`config.mk`:
```
export PLATFORM = sky130hd
export DESIGN_NAME = load_store_unit
export DESIGN_NICKNAME = d
export VERILOG_FILES = /design/src/rtl/load_store_unit.sv
export SDC_FILE = /design/constraint.sdc
export NUM_CORES = 1
export LEC_CHECK = 0
export ABC_AREA = 1
export BUFFER_PORTS_ARGS = -buffer_cell sky130_fd_sc_hd__buf_2
export CAP_MARGIN = 25
export CORE_AREA = 2 2 107 109
export DETAILED_ROUTE_END_ITERATION = 12
export DIE_AREA = 0 0 109 111
export HOLD_SLACK_MARGIN = 0.08
export PLACE_DENSITY = 0.88
export RECOVER_POWER = 100
export SYNTH_ARGS = -nofsm -noshare
export SYNTH_HDL_FRONTEND = slang
export SYNTH_SLANG_ARGS = --single-unit
```
`constraint.sdc`:
```
create_clock -name clk -period 2.1 [get_ports clk]
set_input_delay 0.21 -clock clk [delete_from_list [all_inputs] [get_ports clk]]
set_output_delay 0.21 -clock clk [all_outputs]
set_load 0.1 [all_outputs]
```
`src/rtl/load_store_unit.sv`:
```
// RV32I load/store unit: aligns, checks and issues one data-memory access at a time.
// Optional feature: define LSU_TIMEOUT_EN to abort accesses that wait TIMEOUT_CYCLES for mem_ack.
//
// state  | meaning
// -------+-----------------------------------------------------------
// IDLE   | ready for a request (req_ready = 1)
// ACCESS | mem_req held high until mem_ack (or timeout when enabled)
// RESP   | one-cycle rsp_valid pulse carrying rsp_rdata / rsp_err
module load_store_unit #(
    parameter int unsigned TIMEOUT_CYCLES = 255
) (
    input  logic        clk,
    input  logic        rst_n,
    input  logic        req_valid,
    output logic        req_ready,
    input  logic        req_we,
    input  logic [2:0]  req_funct3,
    input  logic [31:0] req_addr,
    input  logic [31:0] req_wdata,
    output logic        mem_req,
    output logic        mem_we,
    output logic [31:0] mem_addr,
    output logic [3:0]  mem_wstrb,
    output logic [31:0] mem_wdata,
    input  logic        mem_ack,
    input  logic [31:0] mem_rdata,
    output logic        rsp_valid,
    output logic [31:0] rsp_rdata,
    output logic        rsp_err
);

    localparam logic [1:0] ST_IDLE   = 2'd0;
    localparam logic [1:0] ST_ACCESS = 2'd1;
    localparam logic [1:0] ST_RESP   = 2'd2;

    // The wait counter is 8 bits wide, so the limit must fit in 1..255.
    if (TIMEOUT_CYCLES == 0 || TIMEOUT_CYCLES > 255) begin : g_bad_timeout
        $error("load_store_unit: TIMEOUT_CYCLES must be in 1..255");
    end

    logic [1:0]  state;
    logic [2:0]  funct3_q;
    logic [1:0]  addr_lo_q;

    logic        legal_f3;
    logic        misalign;
    logic        fault;
    logic [3:0]  strb_next;
    logic [31:0] wdata_next;
    logic [7:0]  ld_byte;
    logic [15:0] ld_half;
    logic [31:0] ld_result;

`ifdef LSU_TIMEOUT_EN
    localparam logic [7:0] TO_LAST = 8'(TIMEOUT_CYCLES - 1);
    logic [7:0]  wait_cnt;
`endif

    assign req_ready = (state == ST_IDLE);
    assign rsp_valid = (state == ST_RESP);

    always_comb begin
        legal_f3   = 1'b0;
        misalign   = 1'b0;
        strb_next  = 4'b0000;
        wdata_next = req_wdata;

        if (req_we) begin
            legal_f3 = (req_funct3 == 3'b000) || (req_funct3 == 3'b001) ||
                       (req_funct3 == 3'b010);
        end else begin
            legal_f3 = (req_funct3 == 3'b000) || (req_funct3 == 3'b001) ||
                       (req_funct3 == 3'b010) || (req_funct3 == 3'b100) ||
                       (req_funct3 == 3'b101);
        end

        case (req_funct3[1:0])
            2'b01:   misalign = req_addr[0];
            2'b10:   misalign = |req_addr[1:0];
            default: misalign = 1'b0;
        endcase

        if (req_we) begin
            case (req_funct3[1:0])
                2'b00: begin
                    strb_next  = 4'b0001 << req_addr[1:0];
                    wdata_next = {4{req_wdata[7:0]}};
                end
                2'b01: begin
                    strb_next  = 4'b0011 << {req_addr[1], 1'b0};
                    wdata_next = {2{req_wdata[15:0]}};
                end
                default: begin
                    strb_next  = 4'b1111;
                    wdata_next = req_wdata;
                end
            endcase
        end
    end

    assign fault = !legal_f3 || misalign;

    always_comb begin
        ld_byte   = mem_rdata[7:0];
        ld_result = 32'd0;

        case (addr_lo_q)
            2'd0:    ld_byte = mem_rdata[7:0];
            2'd1:    ld_byte = mem_rdata[15:8];
            2'd2:    ld_byte = mem_rdata[23:16];
            default: ld_byte = mem_rdata[31:24];
        endcase
        ld_half = addr_lo_q[1] ? mem_rdata[31:16] : mem_rdata[15:0];

        // Stores complete with zero data.
        if (!mem_we) begin
            case (funct3_q)
                3'b000:  ld_result = {{24{ld_byte[7]}}, ld_byte};
                3'b001:  ld_result = {{16{ld_half[15]}}, ld_half};
                3'b010:  ld_result = mem_rdata;
                3'b100:  ld_result = {24'd0, ld_byte};
                3'b101:  ld_result = {16'd0, ld_half};
                default: ld_result = 32'd0;
            endcase
        end
    end

    always_ff @(posedge clk or negedge rst_n) begin
        if (!rst_n) begin
            state     <= ST_IDLE;
            funct3_q  <= 3'd0;
            addr_lo_q <= 2'd0;
            mem_req   <= 1'b0;
            mem_we    <= 1'b0;
            mem_addr  <= 32'd0;
            mem_wstrb <= 4'd0;
            mem_wdata <= 32'd0;
            rsp_rdata <= 32'd0;
            rsp_err   <= 1'b0;
`ifdef LSU_TIMEOUT_EN
            wait_cnt  <= 8'd0;
`endif
        end else begin
            case (state)
                ST_IDLE: begin
                    if (req_valid) begin
                        funct3_q  <= req_funct3;
                        addr_lo_q <= req_addr[1:0];
                        if (fault) begin
                            state     <= ST_RESP;
                            rsp_err   <= 1'b1;
                            rsp_rdata <= 32'd0;
                        end else begin
                            state     <= ST_ACCESS;
                            mem_req   <= 1'b1;
                            mem_we    <= req_we;
                            mem_addr  <= {req_addr[31:2], 2'b00};
                            mem_wstrb <= strb_next;
                            mem_wdata <= wdata_next;
`ifdef LSU_TIMEOUT_EN
                            wait_cnt  <= 8'd0;
`endif
                        end
                    end
                end
                ST_ACCESS: begin
                    if (mem_ack) begin
                        state     <= ST_RESP;
                        mem_req   <= 1'b0;
                        rsp_err   <= 1'b0;
                        rsp_rdata <= ld_result;
                    end
`ifdef LSU_TIMEOUT_EN
                    else if (wait_cnt == TO_LAST) begin
                        state     <= ST_RESP;
                        mem_req   <= 1'b0;
                        rsp_err   <= 1'b1;
                        rsp_rdata <= 32'd0;
                    end else begin
                        wait_cnt  <= wait_cnt + 8'd1;
                    end
`endif
                end
                ST_RESP: begin
                    state <= ST_IDLE;
                end
                default: begin
                    state   <= ST_IDLE;
                    mem_req <= 1'b0;
                end
            endcase
        end
    end

endmodule

```
After elaboration in Yosys (flattened, before gate mapping)

Index checks and enable logic that the tools add are counted.

Flip-flop bits (word level): 108
Latch bits: 0
Memory bits (writable): 0
ROM bits: 0
Input port bits: 104
Output and inout bits: 105
Word-level logic and storage cells: 75
Memories: 0

Add/subtract/negate cells: 0
Multiply operators: 0
Div/mod/pow operators: 0
Magnitude comparators: 0
Equality and inequality tests: 18
Shift-type cells: 2
Mux-type cells: 25
Bitwise operators: 2
Reduce and logical (&&, ||, !) cells: 18

Operators with widths:

| kind                  | number |
|---|---|
| $mux W32              | 5 |
| $pmux W32 S5          | 1 |
| $pmux W32 S2          | 2 |
| $pmux W8 S3           | 1 |
| $mux W16              | 1 |
| $eq A3 B3 Y1 const B  | 4 |
| $pmux W4 S2           | 1 |
| $reduce_and A4 Y1     | 2 |
| $eq A2 B1 Y1 const B  | 3 |
| $eq A2 B2 Y1 const B  | 3 |
| $eq A3 B1 Y1 const B  | 2 |
| $eq A3 B2 Y1 const B  | 2 |
| $logic_not A2 Y1      | 3 |
| $logic_not A3 Y1      | 2 |
| $mux W1               | 6 |
| $mux W2               | 3 |
| $ne A2 B2 Y1 const B  | 3 |
| $logic_or A1 B1 Y1    | 5 |
| $mux W4               | 1 |
| $pmux W1 S2           | 2 |
| $pmux W2 S2           | 1 |
| $reduce_and A2 Y1     | 2 |
| $shl A1 B2 Y4 const A | 1 |
| $shl A2 B2 Y4 const A | 1 |
| 7 further kinds       | 8 |

Logic depth before layout (Yosys ltp)

Word-level depth: 11
Gate-level depth with buffers: 11
Depth with buffers taken out: 10

Worst setup path after synthesis

No wires, ideal clock.

Path kind: register to register
Start point: register state[1]
End point: register mem_req
Library setup time: 68 ps
Arrival time: 2110 ps
Data required time: 2032 ps
Setup slack: -79 ps
Stages on the path, launching flop included: 7
Path buffers: 0
Clock period less this slack: 2179 ps
Cell sequence: dfrtp_1 > inv_1 > nor2_1 > nor2_1 > nand2_1 > nand2_1 > nand2_1

Word-level cells in the longest chain between the ends: 3
Elaborated cells on any way between the ends: 9

Ends and longest elaborated chain:

| element                     | RTL line | RTL |
|---|---|---|
| from (decl)                 | 41       | `logic [1:0] state;` |
| from (signal assigned)      | 130      | `state <= ST_IDLE;` |
| from (signal assigned)      | 150      | `state <= ST_RESP;` |
| from (signal assigned)      | 154      | `state <= ST_ACCESS;` |
| $eq A2 B2 Y1 *              | n/a      |  |
| net rsp_valid               | 27       | `output logic rsp_valid,` |
| $not A1 Y1 (no line)        | n/a      |  |
| $reduce_and A4 Y1 (no line) | n/a      |  |
| to (signal assigned)        | 133      | `mem_req <= 1'b0;` |
| to (signal assigned)        | 155      | `mem_req <= 1'b1;` |
| to (signal assigned)        | 169      | `mem_req <= 1'b0;` |
| to (decl)                   | 20       | `output logic mem_req,` |

Mark *: on every way through the listed nets, which the timed path passes. The rest lies on a longest branch.
A chain may end at the register's enable or synchronous reset.

Final worst setup path

Start point: register mem_wdata[15]
End point: output mem_wdata[15]

RTL lines:

| element                | RTL line | RTL |
|---|---|---|
| from (decl)            | 24       | `output logic [31:0] mem_wdata,` |
| from (signal assigned) | 159      | `mem_wdata <= wdata_next;` |

No word-level cell between the ends.

==> results.md <==
* Status: finished clean
* Synth Instances at between 800 and 900
* Synth Register Bits at 108
* Root buffer cell: clkbuf_16
* Crit end category: primary output
* Critical path's largest stage delay at 890 ps
* # setup viols final at 0
* Setup TNS at 0 ps
* Multiplexer share of the synthesized area at 0%
* Critical Path Fanout Max at 2
* Top-area cell type share of the netlist area at roughly 47%
* Num rows at 39
* GP Congestion at 0.916
* Max clock buf depth at 2
* Clock Skew at 7.43 ps
* Routed via count at 5985
* Synth Area in XOR/XNOR at 0%
* Starting Density at 52.0%
* Main combinational cell family by area after synthesis: simple AND/OR/NAND/NOR gates
* Largest net degree at the start of global routing at between 60 and 70
* Vias in the first global route at around 5600
* Full die area at 0.0121 mm^2
* Number of flops mapped to enable cells by yosys at 0
* Hold Crit Class: input pin to flop
* Clock latency at the later pin of the worst-skew pair at between 300 and 400 ps
* Final Non-Filler Cells at 1198
* Worst Path Buf+Inv at 1
* Crit Path Class: flop to primary output
* Achievable Freq at 543 MHz
* Synth warn at 0
* DRC errors left at 0
* Die height at 111 um
* Synth Area in Simple Gates at 34.8%
* CTS resizes at 0
* Initial antenna violation count at 0
* Worst-Margin Slew at approximately 1300 ps
* Wire per inst at 13.9 um
* CTS tree: done
* Total CTS buffers at 9
* Synth-to-layout area growth at 27.8%
* Most common cell in the netlist: nand2_1
* Top cells by count, synth: 380 x nand2_1, 108 x dfrtp_1, 87 x inv_1
* Seq/Total Area, Yosys at 46.9%
* RSZ-0062 raised after global routing: no
* Fin crit period at roughly 1800 ps
* Ratio of cells with drive above 1 in the final layout at 14.4%
* Max cap viols at 0
* Compound-Gate Fraction of Synth Area at 7.19%
* Critical path's slowest cell: clkbuf_1
* Worst-path clk slew at roughly 70 ps
* Avg Cell Area, Syn at between 6 and 7 um^2
* Mapped Area at 0.00576 mm^2
* Final hold violations at 0
* Post-Place Cells at 1153
* H-tree levels at 3
* Synth Area in Adders at less than 1%
* CP required at ~1900 ps
* CP top delay family: buffers and inverters
* Post-CTS Setup Repair Bufs at 0
* Synth async-reset ratio at 100%
* Vias per Instance at ~5
* Die W at between 100 and 150 um
* Slew headroom at between 10% and 20%
* Gr usage total at between 20 and 30%
* Max Slew Vio Count at 0
* Fill count at around 1000
* Congestion Overflow GR at 0
* Critical path startpoint category: flop
* Synth cell types at 21
* Dominant cells by area after synthesis: dfrtp_1 47%, nand2_1 25%, inv_1 5.7%
* ANT nets after route at 0
* TritonRoute pass-1 iters at 6
* PortBufs at 206
* Tcrit/Tclk final at 87.7%
* # clock sinks at around 110
* First-pass GRT wire length at 27000 um
* N_diodes at 0
* Ys flop type: dfrtp_1
* 1st-iter DRT viols at 569
* Fin nets at about 1200
* Hpwl dp at 11300 um
* Core area at 0.0111 mm^2
* Routed Wire Length at 16600 um
* WP data arrival at 1630 ps
* Worst path cell trace: clkbuf_1
* Number of I/O pins at 209
* Leading area contributor after synthesis: dfrtp_1
* Core Util, Final at around 66%
* CTS Hold Bufs at 29
[cells by family (layout without fill, tap and decap cells)]
group | count (synthesis) | count (layout)
buf+inv | 134 | 359
simple gates | 501 | 501
fa+ha+maj | 3 | 3
flops | 108 | 108
other cells | 1 | 2
compound gates | 82 | 82
[flip-flops by register name, indices dropped and copies added (netlist names)]
| signal | count |
|---|---|
| mem_we | 1 |
| mem_wdata | 32 |
| addr_lo_q | 2 |
| mem_wstrb | 4 |
| funct3_q | 3 |
| state | 2 |
| mem_req | 1 |
| rsp_rdata | 32 |
| mem_addr | 30 |
| rsp_err | 1 |
[placed cells by master (no fill, tap or decap), types with 5 or more instances in the layout]
cell           count
o21ai_1            5
buf_12             5
dfrtp_1          108
nand2_1          381
nor2_4             5
inv_1             87
buf_2            102
a21oi_1            5
clkbuf_1         105
nand3_1           40
o21ai_0           71
nor2_1            66
clkbuf_16          9
buf_4              9
dlygate4sd3_1     29
[per-stage QoR]
step / hold WS (ps) / instance area, um^2 / setup WS (ps)
detailed placement: 54.0 / 6920 / 272
floorplan: -85.6 / 5770 / 311
global placement: 54.4 / 6920 / 399
finish: 76.1 / 7360 / 259
global route: 100 / 7360 / 139
CTS: 85.1 / 7510 / 435
[worst paths after layout]
path,start,endpoint,slack (ps),cells after the start
hold reg to reg,mem_addr[31],mem_addr[31],480,2
setup / recovery,mem_wdata[15],mem_wdata[15],260,1
hold / removal,req_addr[2],mem_addr[2],80,3
setup reg to reg,state[0],mem_wstrb[2],370,6
max in group asynchronous,rst_n,rsp_rdata[17],450,3
min in group asynchronous,rst_n,mem_addr[20],390,2
[tightest hold or removal path: stages]
cell     delay (ps)
buf_2            70
nand2_1          50
nand2_1          50
[final cells by class]
cell class	instances	area, um^2	area share, %
tap	143	179	2.43
sequential	108	2700	36.7
clock inverter	5	58.8	0.799
clock buffer	11	243	3.30
multi-input combinational	588	2460	33.5
timing repair buffer	252	1370	18.7
inverter	91	342	4.64
[per-layer routing]
metal | global-route usage (%) | part of all wire [%] | vias to the layer above
li1 | - | - | 2945
met5 | 0 | 0 | -
met4 | 11.5 | 3.7 | 0
met2 | 45.9 | 48 | 263
met3 | 5.23 | 7.1 | 55
met1 | 36.7 | 41 | 2722
Power is not shown: default switching activity piles up to over one toggle a cycle in this logic, so the estimate is an artifact.
